**config.mk**
```make
export PLATFORM = sky130hd
export DESIGN_NAME = guess_game_core
export DESIGN_NICKNAME = d
export VERILOG_FILES = /design/src/rtl/guess_game_core.sv
export SDC_FILE = /design/constraint.sdc
export NUM_CORES = 1
export LEC_CHECK = 0
export ABC_AREA = 1
export CAP_MARGIN = 20
export CORE_AREA = 2 2 111 113
export CTS_CLUSTER_SIZE = 25
export DETAILED_ROUTE_END_ITERATION = 12
export DIE_AREA = 0 0 113 115
export PLACE_DENSITY = 0.87
export SETUP_SLACK_MARGIN = 0.15
export SYNTH_ARGS = -nofsm -noshare
export SYNTH_HDL_FRONTEND = slang
export SYNTH_SLANG_ARGS = --single-unit
```
**constraint.sdc**
```tcl
create_clock -name clk -period 3.8 [get_ports clk]
set_input_delay 0.38 -clock clk [delete_from_list [all_inputs] [get_ports clk]]
set_output_delay 0.38 -clock clk [all_outputs]
set_load 0.005 [all_outputs]
```
**src/rtl/guess_game_core.sv**
```systemverilog
// Number-guessing game engine: prompts via the handler write port, reads typed lines, scores guesses.
// Latency: an L-byte message takes L cycles with w_ready high; EV states last one cycle.
// Backpressure: idx only advances on fire, so a w_ready/r_ready stall holds address and data stable.
module guess_game_core #(
    parameter int DIGITS    = 2,
    parameter int MAX_TRIES = 7,
    parameter int AW        = 8
) (
    input  logic          clk,
    input  logic          rst,
    input  logic          term_ready,
    input  logic          w_ready,
    output logic          w_valid,
    output logic [7:0]    w_data,
    output logic [AW-1:0] w_addr,
    output logic          w_last,
    input  logic          r_ready,
    output logic          r_valid,
    output logic [AW-1:0] r_addr,
    input  logic [7:0]    r_data,
    input  logic          r_last,
    output logic          won,
    output logic          lost,
    output logic [7:0]    tries
);

    localparam int EW = 8 * DIGITS;
    localparam int CW = 3;
    localparam int IW = AW - 1;

    localparam logic [IW-1:0] IDX_ONE  = IW'(1);
    localparam logic [CW-1:0] CNT_ONE  = CW'(1);
    localparam logic [CW-1:0] CNT_FULL = CW'(DIGITS);
    localparam logic [CW-1:0] CNT_MAX  = CW'(DIGITS + 1);
    localparam logic [7:0]    EOF_B    = 8'hFF;
    localparam logic [7:0]    TRY_MAX  = 8'(MAX_TRIES);

    localparam logic [EW-1:0] ALL_ZERO = {DIGITS{8'h30}};
    localparam logic [EW-1:0] ALL_NINE = {DIGITS{8'h39}};

    localparam logic [8*12-1:0] S_NEW   = "Enter a code";
    localparam logic [8*7-1:0]  S_RANGE = "Range: ";
    localparam logic [8*9-1:0]  S_HIT   = "Cracked: ";
    localparam logic [8*8-1:0]  S_LOSE  = "Failed: ";

    // Message lengths including the trailing EOF byte.
    localparam int L_NEW   = 13;
    localparam int L_RANGE = 2 * DIGITS + 9;
    localparam int L_HIT   = DIGITS + 11;
    localparam int L_LOSE  = DIGITS + 9;

    typedef enum logic [3:0] {
        IDLE,
        W_NEW,
        R_CODE,
        EV_CODE,
        W_RANGE,
        R_GUESS,
        EV_GUESS,
        W_HIT,
        W_LOSE
    } state_t;

    state_t            state;
    state_t            state_nxt;
    logic [IW-1:0]     idx;
    logic              rd_pend;
    logic [EW-1:0]     entry;
    logic [CW-1:0]     cnt;
    logic [EW-1:0]     code;
    logic [EW-1:0]     lower;
    logic [EW-1:0]     upper;
    logic [7:0]        tries_q;

    logic              w_fire;
    logic              r_fire;
    logic              in_read;
    logic              cap;
    logic              cap_eof;
    logic              legal;
    logic [7:0]        tries_inc;
    logic [EW+7:0]     shifted;
    logic              entering;
    int                k;
    int                msg_len;

    // Character j of a DIGITS-wide value, first-typed character at j = 0 (MSB byte).
    function automatic logic [7:0] dchar(input logic [EW-1:0] v, input int j);
        return v[8*(DIGITS-1-j) +: 8];
    endfunction

    assign w_fire    = w_valid & w_ready;
    assign r_fire    = r_valid & r_ready;
    assign in_read   = (state == R_CODE) || (state == R_GUESS);
    assign cap       = in_read & rd_pend;
    assign cap_eof   = cap & ((r_data == EOF_B) | r_last);
    assign tries_inc = (tries_q == 8'hFF) ? 8'hFF : tries_q + 8'd1;
    assign shifted   = {entry, r_data};
    assign entering  = (state_nxt != state);
    assign tries     = tries_q;

    // An entry is legal only with exactly DIGITS characters, all decimal digits.
    always_comb begin
        legal = (cnt == CNT_FULL);
        for (int i = 0; i < DIGITS; i++) begin
            if (entry[8*i +: 8] < 8'h30 || entry[8*i +: 8] > 8'h39) begin
                legal = 1'b0;
            end
        end
    end

    // Byte generator for the active message, indexed by idx.
    always_comb begin
        k       = int'(idx);
        msg_len = 0;
        w_valid = 1'b0;
        w_data  = EOF_B;
        w_addr  = '0;
        w_last  = 1'b0;
        case (state)
            W_NEW: begin
                w_valid = 1'b1;
                msg_len = L_NEW;
                if (k < 12) w_data = S_NEW[8*(11-k) +: 8];
            end
            W_RANGE: begin
                w_valid = 1'b1;
                msg_len = L_RANGE;
                if (k < 7)                      w_data = S_RANGE[8*(6-k) +: 8];
                else if (k < 7 + DIGITS)        w_data = dchar(lower, k - 7);
                else if (k == 7 + DIGITS)       w_data = 8'h7E;
                else if (k < 8 + 2 * DIGITS)    w_data = dchar(upper, k - 8 - DIGITS);
            end
            W_HIT: begin
                w_valid = 1'b1;
                msg_len = L_HIT;
                if (k < 9)                      w_data = S_HIT[8*(8-k) +: 8];
                else if (k < 9 + DIGITS)        w_data = dchar(code, k - 9);
                else if (k == 9 + DIGITS)       w_data = 8'h21;
            end
            W_LOSE: begin
                w_valid = 1'b1;
                msg_len = L_LOSE;
                if (k < 8)                      w_data = S_LOSE[8*(7-k) +: 8];
                else if (k < 8 + DIGITS)        w_data = dchar(code, k - 8);
            end
            default: ;
        endcase
        if (w_valid) begin
            w_addr = {1'b1, idx};
            w_last = (k == msg_len - 1);
        end
    end

    // Read requests stay up for the whole read state; late responses after EOF are ignored.
    always_comb begin
        r_valid = in_read;
        r_addr  = '0;
        if (in_read) r_addr = {1'b0, idx};
    end

    // Next-state and status pulses; won takes priority over running out of tries.
    always_comb begin
        state_nxt = state;
        won       = 1'b0;
        lost      = 1'b0;
        case (state)
            IDLE:     if (term_ready) state_nxt = W_NEW;
            W_NEW:    if (w_fire && w_last) state_nxt = R_CODE;
            R_CODE:   if (cap_eof) state_nxt = EV_CODE;
            EV_CODE:  state_nxt = legal ? W_RANGE : W_NEW;
            W_RANGE:  if (w_fire && w_last) state_nxt = R_GUESS;
            R_GUESS:  if (cap_eof) state_nxt = EV_GUESS;
            EV_GUESS: begin
                if (!legal) begin
                    state_nxt = W_RANGE;
                end else if (entry == code) begin
                    won       = 1'b1;
                    state_nxt = W_HIT;
                end else if (MAX_TRIES != 0 && tries_inc == TRY_MAX) begin
                    lost      = 1'b1;
                    state_nxt = W_LOSE;
                end else begin
                    state_nxt = W_RANGE;
                end
            end
            W_HIT:    if (w_fire && w_last) state_nxt = W_NEW;
            W_LOSE:   if (w_fire && w_last) state_nxt = W_NEW;
            default:  state_nxt = IDLE;
        endcase
    end

    // State register.
    always_ff @(posedge clk) begin
        if (rst) state <= IDLE;
        else     state <= state_nxt;
    end

    // Byte index, read pipeline flag and line capture; index restarts on every state change.
    always_ff @(posedge clk) begin
        if (rst) begin
            idx     <= '0;
            rd_pend <= 1'b0;
            entry   <= '0;
            cnt     <= '0;
        end else begin
            rd_pend <= r_fire;
            if (entering)                idx <= '0;
            else if (w_fire || r_fire)   idx <= idx + IDX_ONE;

            if (entering && (state_nxt == R_CODE || state_nxt == R_GUESS)) begin
                entry <= '0;
                cnt   <= '0;
            end else if (cap && !cap_eof) begin
                entry <= shifted[EW-1:0];
                if (cnt != CNT_MAX) cnt <= cnt + CNT_ONE;
            end
        end
    end

    // Game registers: code, bracketing range and try count.
    always_ff @(posedge clk) begin
        if (rst) begin
            code    <= ALL_ZERO;
            lower   <= ALL_ZERO;
            upper   <= ALL_NINE;
            tries_q <= '0;
        end else if (state == EV_CODE && legal) begin
            code    <= entry;
            lower   <= ALL_ZERO;
            upper   <= ALL_NINE;
            tries_q <= '0;
        end else if (state == EV_GUESS && legal) begin
            tries_q <= tries_inc;
            if (state_nxt == W_RANGE) begin
                if (entry < code && entry > lower) lower <= entry;
                if (entry > code && entry < upper) upper <= entry;
            end
        end
    end

endmodule

```
==> results.json, run 1 <==
{
  "path_max_fanout": 5,
  "die_h_um": 115,
  "clock.fmax_mhz": 290,
  "power_density_nw_per_um2": 275,
  "p_sw_mw": 0.536,
  "boundaryPins": 51,
  "syn_avg_cell_area_um2": 6.65,
  "async_flop_share_pct": 0,
  "start_util_pct": 58.9,
  "slowest_stage": "clkdlybuf4s50_1",
  "seq_area_frac_synth_pct": 25.0,
  "hp-start": "lower[7]",
  "num_rows": 40,
  "r2r_end": "lower[10]",
  "cts_root_buf": "clkbuf_16",
  "antenna_cells": 0,
  "yosys.area_share.simple_pct": 29.8,
  "synthMuxAreaShare_pct": 0.720,
  "port_buffers": 49,
  "p_int_mw": 1.64,
  "slowest_delay_ns": 0.49,
  "critPathLaunchType": "register",
  "wirelength_um": 20100,
  "grt_pass1_wl_um": 31800,
  "vias": 7289,
  "power_leakage_nw": 3.67,
  "tns_ns": 0,
  "reg2reg_from": "state[0]",
  "tightest_slew_ns": 0.636,
  "worstHoldPathType": "reg2reg",
  "gr-total-overflow": 0,
  "ir_worst_vdd_v": 0.000372,
  "whs_ns": 0.458,
  "antenna_found_initial": 0,
  "holdPathEnd": "lower[7]",
  "synthAdderAreaFrac_pct": 12.1,
  "violations": "DRC",
  "totalPowerFinal_mw": 2.18,
  "synth-xor-area-share_pct": 1.01,
  "max-clock-path-buffers": 2,
  "synth_compound_area_share_pct": 20.7,
  "nets": 1167,
  "drtIter0Drc": 794,
  "cp_data_required_time_ns": 3.42,
  "setup_viol_count_final": 0,
  "core-area_um2": 11800,
  "period_share_pct": 90.6,
  "synth_warnings": 0,
  "ys_ff_latch": 87,
  "drv_slew": 0,
  "hold_viol": 0,
  "worstPathArrival_ns": 3.06,
  "hold_buffers": 0,
  "final_cell_mix": "nand2_1, inv_1, nor2_1",
  "cts_tree": "built",
  "synth_edf_count": 0,
  "first_pass_iters": 10,
  "outcome": "finished with violations",
  "critical_path_class": "reg2out",
  "mappedNetlistArea_um2": 6950,
  "holdPathStages": 2,
  "grt_pass1_vias": 6484,
  "grt_setup_unrepaired": "true",
  "yosysUniqueCellTypes": 49,
  "cts_sinks": 87,
  "clkPwrFrac_pct": 46.3,
  "syn-num-nets": 1127,
  "synthFlopType": "dfxtp_1",
  "cap_violations": 0,
  "htreeDepth": 3,
  "mostFrequentLayoutCell": "nand2_1",
  "drc": 1,
  "fin_skew_ns": 0.00795,
  "slew_headroom_pct": 57.5,
  "dieArea_um2": 13000,
  "clk_latency_ns": 0.35,
  "vias_per_cell": 5.89,
  "grt_usage_pct": 30.7,
  "place.gp.congestion": 1.01,
  "period_needed_ns": 3.44,
  "clkTransAtPathRegs_ns": 0.06,
  "synth_top_family_by_area": "simple AND/OR/NAND/NOR gates",
  "ff2ff_setup_slack_ns": 0.67,
  "wl_per_cell_um": 16.2,
  "postSynthCellCount": 1046,
  "drive_gt1_share_pct": 9.35,
  "r2r_cells": 16,
  "ant_nets": 0,
  "end_kind": "primary output",
  "switching_share_pct": 24.6,
  "grt_start_max_net_pins": 47,
  "numCtsBuffers": 9,
  "syn2layout_area_growth_pct": 13.9,
  "seq_power_share_pct": 42.1,
  "die_w_um": 113,
  "hpwl_um": 15100,
  "pwr-share-comb_pct": 11.7,
  "cp_cell_sequence": "nor2_1 > nand2_1 > nor2_1 > inv_1 > a21oi_1 > inv_1 > nor3_1 > nand3_1 > nand3_1 > a311oi_1 > nand2_1 > clkdlybuf4s50_1"
}
## what timing repair did
| item | 4_1_cts | 5_1_grt |
|---|---|---|
| buffers inserted | 0 | 1 |
| gates cloned | 0 | 0 |
| gates resized for setup | 1 | 9 |
| hold endpoints to repair | 0 | 0 |
| endpoints found under the setup margin | 6 | 7 |
## logic make-up (layout without fill, tap and decap cells)
group	Yosys count	after routing
fa+ha+maj	67	67
xor+xnor	8	8
flops	87	87
other cells	1	1
compound gates	248	248
mux	5	5
simple gates	448	448
buf+inv	182	227
## power groups by stage
stage	sequential [mW]	clock, mW	combinational, mW
after floorplan	0.937	0	0.169
after global placement	0.938	0	0.241
after detailed placement	0.937	0	0.243
after CTS	0.917	1.02	0.245
after global routing	0.917	1.05	0.276
final	0.917	1.01	0.254
## flip-flops by register name, summed over array words and instances, names as in the netlist
signal,count
upper,16
code,16
entry,16
idx,7
rd_pend,1
lower,16
state,4
tries,8
cnt,3
## critical path: cells and delay by family (launching register included)
family	cells	cell delay [ns]
flip-flops	1	0.36
buffers and inverters	3	0.71
AND/OR/NAND/NOR	7	1.34
AO/OA/AOI/OAI	2	0.30
## Yosys cell counts (3+ instances only)
cell type  count  area share (%)
inv_1        139             7.5
nand3_2        3            0.43
buf_6          4            0.65
clkbuf_1      20             1.1
nor2_4         8             1.3
o22ai_1        5            0.45
nor3_1        19             1.4
a31oi_1        7            0.63
nand2_2       11            0.99
nand2_1      192              10
clkinv_1       4            0.22
or2_2          3            0.27
o2111ai_1      4            0.50
a21oi_1       82             5.9
nor2_1       112             6.0
buf_2          3            0.22
nand3b_1       5            0.54
o21ai_1        9            0.65
o31ai_1        5            0.54
nand2_4        3            0.49
a211o_1        3            0.38
nand3_1       62             4.5
xor2_1         7            0.88
nor2_2         6            0.54
mux2i_1        5            0.72
ha_1          67              12
nand3_4        4             1.0
inv_2          6            0.32
o211ai_1      14             1.5
buf_1          3            0.16
dfxtp_1       87              25
a211oi_1       5            0.54
o21ai_0       87             6.3
a21oi_2       19             2.4
nand4_1       15             1.3
## final cells by class
cell class	count	area, µm²
clock buffers	10	229
inverters	149	566
flip-flops and latches	87	1740
well taps	147	184
clock inverters	6	109
repair buffers	62	592
multi-input cells	777	4490
fillers	996	3890
## metrics by stage
step	setup WS (ns)	instance area (µm²)	cells	utilization, %
finish	0.357	7920	1238	67.0
global route	0.126	7920	1238	67.0
CTS	0.232	7880	1237	66.7
detailed placement	0.427	7540	1221	63.9
global placement	0.563	7540	1221	63.9
floorplan	0.872	6950	1046	-
## routing by layer
metal	vias to the layer above	routed length, µm	GRT usage (%)
li1	3570	-	-
met1	3281	8470	40.5
met5	-	0	0
met3	66	1730	4.16
met4	0	782	15.0
met2	372	9060	49.6
## worst max path at each step
stage,startpoint,endpoint,slack (ns),cells past startpoint
after floorplan,idx[0],w_data[1],0.87,13
after global routing,idx[5],w_data[1],0.13,12
final,idx[5],w_data[1],0.36,12
after detailed placement,idx[3],w_data[2],0.43,10
after global placement,idx[3],w_data[2],0.56,10
after CTS,idx[3],w_data[2],0.23,10
Power figures use the tool's default switching activity.
==> run 2, diff against run 1 <==
==> constraint.sdc (replaced) <==
create_clock -name clk -period 3.3 [get_ports clk]
set_input_delay 0.33 -clock clk [delete_from_list [all_inputs] [get_ports clk]]
set_output_delay 0.33 -clock clk [all_outputs]
set_load 0.005 [all_outputs]
==> results.json, run 2 (synthesized netlist as in run 1, its figures left out) <==
{
  "fin_skew_ns": 0.00598,
  "ff2ff_setup_slack_ns": 0.33,
  "crit_start": "idx[4]",
  "drt-met1-wl_um": 8760,
  "gr-total-overflow": 0,
  "antenna_cells": 0,
  "core-area_um2": 11800,
  "drc": 1,
  "final_cell_mix": "nand2_1, inv_1, nor2_1",
  "outcome": "finished with violations",
  "die_w_um": 113,
  "worstPathArrival_ns": 2.88,
  "timing.final.ws_setup_ns": 0.0947,
  "placed_cell_area_um2": 7630,
  "tns_ns": 0,
  "port_buffers": 49,
  "highest_layer": "met4",
  "holdPathStages": 2,
  "whs_ns": 0.456,
  "cp_data_required_time_ns": 2.97,
  "grt_pass1_wl_um": 33400,
  "critPathLaunchType": "register",
  "path_max_fanout": 7,
  "mostFrequentLayoutCell": "nand2_1",
  "power_density_nw_per_um2": 286,
  "first_pass_iters": 11,
  "place.gp.congestion": 1.02,
  "num_rows": 40,
  "clock.fmax_mhz": 312,
  "cts_tree": "built",
  "cts_root_buf": "clkbuf_16",
  "met3WireLength_um": 1880,
  "reg2reg_from": "state[0]",
  "antenna_found_initial": 0,
  "setup_viol_count_final": 0,
  "cap_violations": 0,
  "cts_sinks": 87,
  "finalNonFillerCells": 1258,
  "tightest_slew_ns": 0.721,
  "hold_buffers": 0,
  "hpwl_um": 15700,
  "final_cell_area_um2": 8190,
  "dieArea_um2": 13000,
  "wl_per_cell_um": 16.8,
  "die_h_um": 115,
  "clkTransAtPathRegs_ns": 0.07,
  "slew_headroom_pct": 51.9,
  "drive_gt1_share_pct": 14.4,
  "ant_nets": 0,
  "violations": "DRC",
  "grt_setup_unrepaired": "true",
  "start_util_pct": 58.9,
  "ir_worst_vdd_v": 0.000329,
  "boundaryPins": 51,
  "crit_end": "w_data[5]",
  "critical_path_class": "reg2out",
  "period_share_pct": 97.1,
  "r2r_end": "upper[1]",
  "power_leakage_nw": 3.76,
  "end_kind": "primary output",
  "r2r_cells": 17,
  "numCtsBuffers": 9,
  "hold_viol": 0,
  "grt_start_max_net_pins": 40,
  "drv_slew": 0,
  "nets": 1187,
  "n_fill_cell": 991,
  "max-clock-path-buffers": 2,
  "vias": 7486,
  "grt_pass1_vias": 6825,
  "dp.cells": 1232,
  "place_ws_ns": 0.298,
  "grt_usage_pct": 32.0,
  "period_needed_ns": 3.21,
  "clk_latency_ns": 0.35,
  "utilization_pct": 69.4,
  "htreeDepth": 3,
  "vias_per_cell": 5.95,
  "worstHoldPathType": "reg2reg",
  "met2_length_um": 9710,
  "wirelength_um": 21100,
  "syn2layout_area_growth_pct": 17.8,
  "drtIter0Drc": 843,
  "totalPowerFinal_mw": 2.34
}
[run 2: changes by cell type in the layout (fill, tap and decap cells not counted), moves of 6 or more]
cell     before  now
nor2_2        9   15
nand2_1     192  186
nand2_2      11   17
nor2_1      109  100
buf_4        12   29
o21ai_0      87   81
[run 2: per-layer routing]
layer / track usage (%) / up-vias
met3: 4.01 / 71
met4: 15.0 / 0
met1: 42.8 / 3398
li1: - / 3616
met2: 51.7 / 401
met5: 0 / -
[run 2: area by class of cell]
cell class / instances / area, µm² / share of cell area [%]
tap: 147 / 184 / 2.25
clock buffer: 12 / 246 / 3.01
timing repair buffer: 82 / 769 / 9.39
clock inverter: 4 / 31.3 / 0.382
inverter: 149 / 569 / 6.95
multi-input combinational: 777 / 4640 / 56.6
sequential: 87 / 1750 / 21.4
[run 2: worst max-delay path, cell delays in order (launching register included)]
cell and delay (ns):
dfxtp_4 0.38, inv_4 0.09, ha_1 0.17, inv_2 0.06
o21ai_0 0.21, xor2_1 0.35, inv_1 0.18, o211ai_1 0.21
nand3_1 0.11, a31oi_2 0.20, nand2_1 0.09, clkdlybuf4s50_1 0.45
[run 2: repair_timing]
action / in CTS / in global routing
resized for setup: 24 / 49
buffers inserted: 4 / 6
pin swaps: 1 / 5
endpoints found under the setup margin: 8 / 35
[run 2: report_power, final]
group	leakage (nW)	switching (mW)	internal [mW]
sequential	0.705	0.00407	1.05
combinational	2.93	0.201	0.116
clock	0.125	0.436	0.533
total	3.76	0.641	1.70
[run 2: worst min path at each step]
stage / end / start / slack [ns]
final: lower[7] / lower[7] / 0.46
after global routing: upper[7] / upper[7] / 0.49
after CTS: upper[7] / upper[7] / 0.46
after detailed placement: upper[14] / upper[14] / 0.43
after global placement: upper[7] / upper[7] / 0.43
after floorplan: upper[14] / upper[14] / 0.42
